--- src/rtl/if_fetch_stage_if.sv ---
// Instruction-memory request/acknowledge bus between the IF stage (master) and
// the instruction memory (slave).
interface if_fetch_stage_if #(
  parameter int unsigned WORD_LEN = 32
);
  logic                imem_req;
  logic [WORD_LEN-1:0] imem_addr;
  logic [WORD_LEN-1:0] imem_rdata;
  logic                imem_ack;

  modport master (
    output imem_req,
    output imem_addr,
    input  imem_rdata,
    input  imem_ack
  );

  modport slave (
    input  imem_req,
    input  imem_addr,
    output imem_rdata,
    output imem_ack
  );
endinterface

--- src/rtl/if_fetch_stage.sv ---
// MIPS IF stage: PC, imem req/ack fetch FSM and IF/ID register.
// Define IF_BRANCH_DELAY_SLOT_EN to keep the delay-slot word instead of flushing it.
module if_fetch_stage #(
  parameter int unsigned         WORD_LEN = 32,
  parameter logic [WORD_LEN-1:0] RESET_PC = '0
) (
  input  logic                clk,
  input  logic                rst,
  input  logic                freeze,
  input  logic                branch_taken,
  input  logic [WORD_LEN-1:0] branch_target,
  if_fetch_stage_if.master    imem,
  output logic [WORD_LEN-1:0] if_instruction,
  output logic [WORD_LEN-1:0] if_pc_plus4,
  output logic                if_valid
);

  typedef enum logic [1:0] {
    S_FETCH,
    S_HOLD,
    S_DRAIN
  } state_t;

  localparam logic [WORD_LEN-1:0] C_FOUR   = WORD_LEN'(4);
  localparam logic [WORD_LEN-1:0] C_ALIGNM = ~WORD_LEN'(3);

  state_t              r_state;
  logic                r_req;
  logic [WORD_LEN-1:0] r_addr;
  logic [WORD_LEN-1:0] r_pc;
  logic [WORD_LEN-1:0] r_instr;
  logic [WORD_LEN-1:0] r_pc4;
  logic                r_valid;
  logic [WORD_LEN-1:0] r_buf_instr;
  logic [WORD_LEN-1:0] r_buf_pc4;
`ifdef IF_BRANCH_DELAY_SLOT_EN
  logic                r_dslot;
`endif

  logic                w_xfer;
  logic [WORD_LEN-1:0] w_tgt;
  logic [WORD_LEN-1:0] w_addr_p4;
  logic [WORD_LEN-1:0] w_pc_seq;

  assign w_xfer    = r_req & imem.imem_ack;
  assign w_tgt     = branch_target & C_ALIGNM;
  // PC+4 is taken from the address actually fetched, so it stays right for a
  // delay-slot word that completes after pc was already redirected.
  assign w_addr_p4 = r_addr + C_FOUR;
`ifdef IF_BRANCH_DELAY_SLOT_EN
  assign w_pc_seq  = r_dslot ? r_pc : r_pc + C_FOUR;
`else
  assign w_pc_seq  = r_pc + C_FOUR;
`endif

  assign imem.imem_req  = r_req;
  assign imem.imem_addr = r_addr;
  assign if_instruction = r_instr;
  assign if_pc_plus4    = r_pc4;
  assign if_valid       = r_valid;

  always_ff @(posedge clk or negedge rst) begin
    if (!rst) begin
      r_state     <= S_FETCH;
      r_req       <= 1'b0;
      r_addr      <= RESET_PC;
      r_pc        <= RESET_PC;
      r_instr     <= '0;
      r_pc4       <= '0;
      r_valid     <= 1'b0;
      r_buf_instr <= '0;
      r_buf_pc4   <= '0;
`ifdef IF_BRANCH_DELAY_SLOT_EN
      r_dslot     <= 1'b0;
`endif
    end else begin
      case (r_state)
        S_FETCH: begin
          if (branch_taken) begin
            r_pc    <= w_tgt;
            r_instr <= '0;
            r_pc4   <= '0;
            r_valid <= 1'b0;
`ifdef IF_BRANCH_DELAY_SLOT_EN
            if (w_xfer) begin
              r_dslot <= 1'b0;
              if (freeze) begin
                r_buf_instr <= imem.imem_rdata;
                r_buf_pc4   <= w_addr_p4;
                r_req       <= 1'b0;
                r_state     <= S_HOLD;
              end else begin
                r_instr <= imem.imem_rdata;
                r_pc4   <= w_addr_p4;
                r_valid <= 1'b1;
                r_addr  <= w_tgt;
              end
            end else if (r_req) begin
              r_dslot <= 1'b1;
            end else begin
              r_req  <= 1'b1;
              r_addr <= w_tgt;
            end
`else
            // An outstanding request cannot be withdrawn; drain it first.
            if (r_req && !imem.imem_ack) begin
              r_state <= S_DRAIN;
            end else begin
              r_req  <= 1'b1;
              r_addr <= w_tgt;
            end
`endif
          end else if (w_xfer) begin
            r_pc <= w_pc_seq;
`ifdef IF_BRANCH_DELAY_SLOT_EN
            r_dslot <= 1'b0;
`endif
            if (freeze) begin
              r_buf_instr <= imem.imem_rdata;
              r_buf_pc4   <= w_addr_p4;
              r_req       <= 1'b0;
              r_state     <= S_HOLD;
            end else begin
              r_instr <= imem.imem_rdata;
              r_pc4   <= w_addr_p4;
              r_valid <= 1'b1;
              r_addr  <= w_pc_seq;
            end
          end else begin
            r_req <= 1'b1;
          end
        end

        S_HOLD: begin
          if (branch_taken) begin
            r_pc    <= w_tgt;
            r_addr  <= w_tgt;
            r_req   <= 1'b1;
            r_state <= S_FETCH;
`ifdef IF_BRANCH_DELAY_SLOT_EN
            r_instr <= r_buf_instr;
            r_pc4   <= r_buf_pc4;
            r_valid <= 1'b1;
`else
            r_instr <= '0;
            r_pc4   <= '0;
            r_valid <= 1'b0;
`endif
          end else if (!freeze) begin
            r_instr <= r_buf_instr;
            r_pc4   <= r_buf_pc4;
            r_valid <= 1'b1;
            r_addr  <= r_pc;
            r_req   <= 1'b1;
            r_state <= S_FETCH;
          end
        end

        S_DRAIN: begin
          if (branch_taken) begin
            r_pc <= w_tgt;
          end
          if (imem.imem_ack) begin
            r_addr  <= branch_taken ? w_tgt : r_pc;
            r_state <= S_FETCH;
          end
        end

        default: begin
          r_state <= S_FETCH;
        end
      endcase
    end
  end

endmodule

--- src/flat_wrapper.sv ---
// flat-port wrapper written by rule: the top's interface ports become plain ports
module if_fetch_stage_flat 
#(
  parameter int unsigned         WORD_LEN = 32,
  parameter logic [WORD_LEN-1:0] RESET_PC = '0
)
  (clk, rst, freeze, branch_taken, branch_target, if_instruction, if_pc_plus4, if_valid, imem_imem_req, imem_imem_addr, imem_imem_rdata, imem_imem_ack);
  if_fetch_stage_if #(.WORD_LEN(WORD_LEN)) imem_i ();
  input  logic clk;
  input  logic rst;
  input  logic freeze;
  input  logic branch_taken;
  input  logic [WORD_LEN-1:0] branch_target;
  output logic [WORD_LEN-1:0] if_instruction;
  output logic [WORD_LEN-1:0] if_pc_plus4;
  output logic if_valid;
  output wire logic [$bits(imem_i.imem_req)-1:0] imem_imem_req;
  output wire logic [$bits(imem_i.imem_addr)-1:0] imem_imem_addr;
  input wire logic [$bits(imem_i.imem_rdata)-1:0] imem_imem_rdata;
  input wire logic [$bits(imem_i.imem_ack)-1:0] imem_imem_ack;
  assign imem_imem_req = imem_i.imem_req;
  assign imem_imem_addr = imem_i.imem_addr;
  assign imem_i.imem_rdata = imem_imem_rdata;
  assign imem_i.imem_ack = imem_imem_ack;
  if_fetch_stage #(.WORD_LEN(WORD_LEN), .RESET_PC(RESET_PC)) u_core (.clk(clk), .rst(rst), .freeze(freeze), .branch_taken(branch_taken), .branch_target(branch_target), .imem(imem_i), .if_instruction(if_instruction), .if_pc_plus4(if_pc_plus4), .if_valid(if_valid));
endmodule
--- config.mk ---
export PLATFORM = sky130hd
export DESIGN_NAME = if_fetch_stage_flat
export DESIGN_NICKNAME = d
export VERILOG_FILES = /design/src/rtl/if_fetch_stage_if.sv /design/src/rtl/if_fetch_stage.sv /design/src/flat_wrapper.sv
export SDC_FILE = /design/constraint.sdc
export NUM_CORES = 1
export LEC_CHECK = 0
export ABC_AREA = 1
export BUFFER_PORTS_ARGS = -buffer_cell sky130_fd_sc_hd__buf_2
export CORE_MARGIN = 2
export CORE_UTILIZATION = 50
export DETAILED_ROUTE_END_ITERATION = 8
export PLACE_DENSITY = 0.72
export SYNTH_ARGS = -nofsm -noshare
export SYNTH_HDL_FRONTEND = slang
export SYNTH_SLANG_ARGS = --single-unit
--- constraint.sdc ---
create_clock -name clk -period 3.57 [get_ports clk]
set_input_delay 0.714 -clock clk [delete_from_list [all_inputs] [get_ports clk]]
set_output_delay 0.714 -clock clk [all_outputs]
set_load 0.05 [all_outputs]
# Yosys cells after proc, flatten, opt, wreduce, memory -nomap -nowiden
# Index checks and enable logic that the tools add are counted.
[word_totals]
wordCells = 81
ff_bits = 196
input_bits = 69
output_inout_bits = 98
[op_classes]
bitwise_logic = 2
n_addsub = 2
muxes = 44
n_eq_ne = 10
n_reduce_logical = 14
[ops]
columns = ["operator", "n"]
rows = [
  ["$mux 32", 20],
  ["$pmux 32 s2", 3],
  ["$pmux 32 s3", 1],
  ["$add 32x3->32 const B", 2],
  ["$mux 2", 7],
  ["$ne 3x3->1 const B", 4],
  ["$reduce_and 4->1", 3],
  ["$mux 1", 10],
  ["$ne 3x2->1 const B", 2],
  ["$pmux 2 s3", 1],
  ["$reduce_and 6->1", 1],
  ["$reduce_and 5->1", 1],
  ["$ne 4x4->1 const B", 1],
  ["$pmux 1 s2", 2],
  ["$reduce_and 2->1", 2],
  ["$reduce_bool 2->1", 2],
  ["$reduce_bool 3->1", 1],
  ["$eq 2x1->1 const B", 1],
  ["$eq 2x2->1 const B", 1],
  ["$logic_not 2->1", 1],
  ["$ne 2x2->1 const B", 1],
  ["$reduce_or 2->1", 1],
  ["$and 1x1->1", 1],
  ["$logic_and 1x1->1", 1],
  ["other kinds (2)", 2],
]

# Longest topological paths before layout
[logic_depth]
ltp_word = 5
ltp_mapped = 13

# Worst setup path before layout
# No wires, ideal clock.
[synth_path]
kind = "register -> register"
startpoint = "register u_core.r_addr[3], in the netlist u_core.imem.imem_addr[3]"
endpoint = "register u_core.r_pc4[12], in the netlist u_core.if_pc_plus4[12]"
path_slack_ps = 1683
arrival_time_ps = 1770
setup_ps = 118
path_buffers = 0
t_required_ps = 3452
period_less_slack_ps = 1887
stages_incl_launch_ff = 10
cell_sequence = "dfrtp_1 ha_1 nand2_1 inv_1 nand3_1 nor2_2 xnor2_1 nand2_1 nand2_1 nand2_1"
[synth_via]
elab_chain_cells = 5
[synth_rtl]
columns = ["item", "line", "source"]
rows = [
  ["from (decl)", "if_fetch_stage.sv:29", "logic [WORD_LEN-1:0] r_addr;"],
  ["from (signal assigned)", "if_fetch_stage.sv:110", "r_addr <= w_tgt;"],
  ["from (signal assigned)", "if_fetch_stage.sv:127", "r_addr <= w_pc_seq;"],
  ["from (signal assigned)", "if_fetch_stage.sv:137", "r_addr <= w_tgt;"],
  ["$add 32x3->32", "if_fetch_stage.sv:49", "assign w_addr_p4 = r_addr + C_FOUR;"],
  ["$mux 32", "if_fetch_stage.sv:118", "if (freeze) begin"],
  ["$mux 32", "if_fetch_stage.sv:113", "end else if (w_xfer) begin"],
  ["$mux 32", "if_fetch_stage.sv:79", "if (branch_taken) begin"],
  ["$pmux 32 s2", "if_fetch_stage.sv:77", "case (r_state)"],
  ["to (signal assigned)", "if_fetch_stage.sv:125", "r_pc4 <= w_addr_p4;"],
  ["to (signal assigned)", "if_fetch_stage.sv:151", "r_pc4 <= r_buf_pc4;"],
  ["to (decl)", "if_fetch_stage.sv:32", "logic [WORD_LEN-1:0] r_pc4;"],
]
# Every way passes these cells. The select of a mux whose other input is x is not followed.
# A chain may end at the register's enable or synchronous reset.

# Worst setup path after layout
[layout_path]
startpoint = "input port branch_taken"
endpoint = "register u_core.r_buf_instr[0]"
[layout_via]
elab_chain_cells = 2
[layout_rtl]
columns = ["item", "line", "source"]
rows = [
  ["from (decl)", "flat_wrapper.sv:12", "input logic branch_taken;"],
  ["$not 1->1 (no source line)", "--", ""],
  ["$reduce_and 4->1 (no source line)", "--", ""],
  ["to (signal assigned)", "if_fetch_stage.sv:119", "r_buf_instr <= imem.imem_rdata;"],
  ["to (decl)", "if_fetch_stage.sv:34", "logic [WORD_LEN-1:0] r_buf_instr;"],
]
# Every way passes these cells.

==> flow_summary.yaml <==
yosys:
  yosysTopAreaCellShare_pct: 48.7
  synth_cells: 1393
  netlist-cell-type-count: 34
  synth_edf_count: 0
  synth.cell_area_um2: 10100
  mappedNetlistNets: 1468
  post-synth-top-count-cell: "nand2_1"
  ys_top_cells_by_count: "nand2_1, dfrtp_1, o21ai_0"
  syn-mean-instance-area_um2: 7.23
  yosys-top-cells-area: "dfrtp_1, nand2_1, o21ai_0"
  synth.ff_latch_count: 196
  synth-seq-area-share_pct: 48.7
  synth.yosys.warnings: 0
  ys_async_sr_fraction_pct: 100
  ys.flop_type: "dfrtp_1"
  synth_top_area_cell: "dfrtp_1"
floorplan:
  horizontal_extent_of_the_die_um: 146
  placeableCoreArea_um2: 19600
  die_h_um: 146
  initial_core_util_pct: 51.4
  num_io_pins: 167
  die-area_um2: 21300
  core.rowCount: 51
worst_setup_path:
  critPathCaptureType: "flip-flop"
  critPathArrivalTime_ns: 2.81
  timing.critical_path.slowest_cell_delay_ns: 0.82
  regToRegSetupSlack_ns: 1.12
  crit_path_cell_trace: "buf_2, inv_2, nand2_1, inv_1, nand2_1, nor2_2, inv_2, o21ai_0"
  criticalPathCategory: "in -> reg"
  reg2reg_depth: 8
  cp_data_required_time_ns: 3.83
  critical_path.slowest_cell: "inv_2"
  start_kind: "input pin"
  crit_fanout: 82
  worst_r2r_src: "u_core.r_state[1]"
  r2r_endpoint: "u_core.imem.imem_addr[7]"
clock_tree:
  number_of_instances_resized_during_post_cts_repair: 0
  ctsRootBufferMaster: "clkbuf_16"
  post-cts-setup-buffers: 0
  max-clock-path-buffers: 2
  clock_tree.htree_level_count: 4
  tritoncts_clock_tree: "yes"
  total_number_of_clock_tree_sinks: 196
  worst_skew_pair.late_latency_ns: 0.44
  clk_pin_slew_ns: 0.08
  hold_buffers: 0
  inserted_clock_buffers: 17
sta:
  timing.final.crit_share_pct: 71.4
  rsz0062_at_grt: "false"
  timing_hold_violations_final: 0
  setup_violations: 0
  timing.final.max_slew_violations: 0
  worst_clock_skew_ns: 0.00956
  finalWorstPathRequiredPeriod_ns: 2.55
  worstMarginPinSlew_ns: 1.20
  relSlewSlack_pct: 20.3
  setup-tns-final_ns: 0
  fmax_mhz: 392
place:
  port_buffers: 164
  detailed_place_hpwl_um: 18100
  place_congestion: 0.891
  dpl_cell_area_um2: 11100
power:
  power_leakage_nw: 6.07
  peakVddDrop_uv: 481
  power_density_nw_per_um2: 986
grt:
  grt_use_total_pct: 24.4
  antenna_found_initial: 0
  grt_start_max_net_pins: 86
  grt-ovfl-total: 0
  first_global_vias: 8461
  grt_first_pass_wirelength_um: 42400
route:
  drc_errors: 0
  drt-initial-drc-count: 631
  route.vias.total: 9293
  detail_route.vias_per_cell: 5.15
  wirelength_um: 25900
  ant_nets: 0
  drt_first_pass_iters: 7
  route.detailed.wl_per_inst_um: 14.3
cells_and_area:
  fraction_of_layout_cells_with_a_size_suffix_above_1_pct: 14.9
  multi_input_comb_area_um2: 4470
  antennaDiodeCount: 0
  layout.filler_cells: 1882
  syn_to_final_growth_pct: 15.5
  nets: 1602
  fin_area_um2: 11600
  seq_area_um2: 4900
hold_path:
  min_path_type: "in -> async"
flow_run:
  max_cap_violations: 0
run_status:
  run_status: "completed"
==> layout by cell type, fill, tap and decap left out, drive strengths merged, types with 2 or more instances in the layout <==
cell type    n
xnor2        4
xor2         5
a21oi        8
nand3b       8
nand2      555
buf        175
dfrtp      196
nor3         5
a31oi       19
inv        115
o21ai      195
a21boi       2
nand4        8
o22ai        2
nor2       154
clkinv       4
clkbuf      18
nand3       54
o211ai       2
ha           6
==> critical path: cells and delay by family <==
family                 cells  cell delay [ns]
buffers and inverters      4             1.41
AND/OR/NAND/NOR            3             0.36
AO/OA/AOI/OAI              1             0.23
==> routing by layer <==
| layer | global-route usage, % | part of all wire (%) | routed length [um] | up-vias |
|---|---|---|---|---|
| met5 | 0 | 0 | 0 | - |
| met4 | 7.55 | 1.7 | 439 | 0 |
| li1 | - | - | - | 4687 |
| met3 | 3.42 | 5.1 | 1320 | 29 |
| met1 | 35.4 | 48 | 12400 | 4301 |
| met2 | 38.3 | 45 | 11700 | 276 |
==> registers in the layout, indices dropped and copies added, names as in the netlist <==
| register | cells |
|---|---|
| u_core.r_buf_instr | 32 |
| u_core.if_valid | 1 |
| u_core.imem.imem_addr | 32 |
| u_core.r_buf_pc4 | 32 |
| u_core.r_state | 2 |
| u_core.imem.imem_req | 1 |
| u_core.r_pc | 32 |
| u_core.if_pc_plus4 | 32 |
| u_core.if_instruction | 32 |
==> logic make-up (layout without fill, tap and decap cells) <==
family / Yosys count / in the layout / synth area share [%]
compound gates: 228 / 228 / 11.8
simple gates: 787 / 787 / 31.1
buf+inv: 167 / 314 / 6.93
xor+xnor: 9 / 9 / 0.783
fa+ha+maj: 6 / 6 / 0.745
flops: 196 / 196 / 48.7
==> how the worst max path moves through the flow <==
stage,startpoint,endpoint,slack [ns],cells past startpoint
detailed placement,branch_taken,u_core.r_buf_instr[22],0.63,8
CTS,branch_taken,u_core.r_buf_instr[22],1.07,8
finish,branch_taken,u_core.r_buf_instr[0],1.02,8
global route,branch_taken,u_core.r_buf_pc4[13],0.84,8
global placement,branch_taken,u_core.r_buf_pc4[15],0.67,8
floorplan,u_core.imem.imem_addr[3],u_core.if_pc_plus4[12],1.68,9
==> cell type report <==
class,instances,share of cell area [%]
multi-input cells,1030,38.4
clock inverters,15,1.35
repair buffers,176,8.12
clock buffers,17,3.66
flip-flops and latches,196,42.2
well taps,265,2.85
inverters,106,3.43
==> report_power, final <==
part	switching [W]	total [W]	internal, W
Sequential	0.000876	0.00414	0.00326
Clock	0.000937	0.00193	0.000997
Combinational	0.00405	0.00540	0.00135
==> stage by stage <==
step	std cells	power [W]	hold slack (ns)	utilization, %	worst slack (ns)
after floorplan	1393	0.00813	0.418	-	1.68
after global placement	1773	0.00942	0.448	56.4	0.668
after CTS	1805	0.0115	0.349	59.4	1.07
after detailed placement	1773	0.00955	0.454	56.4	0.627
after global routing	1805	0.0123	0.356	59.4	0.835
final	1805	0.0115	0.312	59.4	1.02
Power figures use the tool's default switching activity.
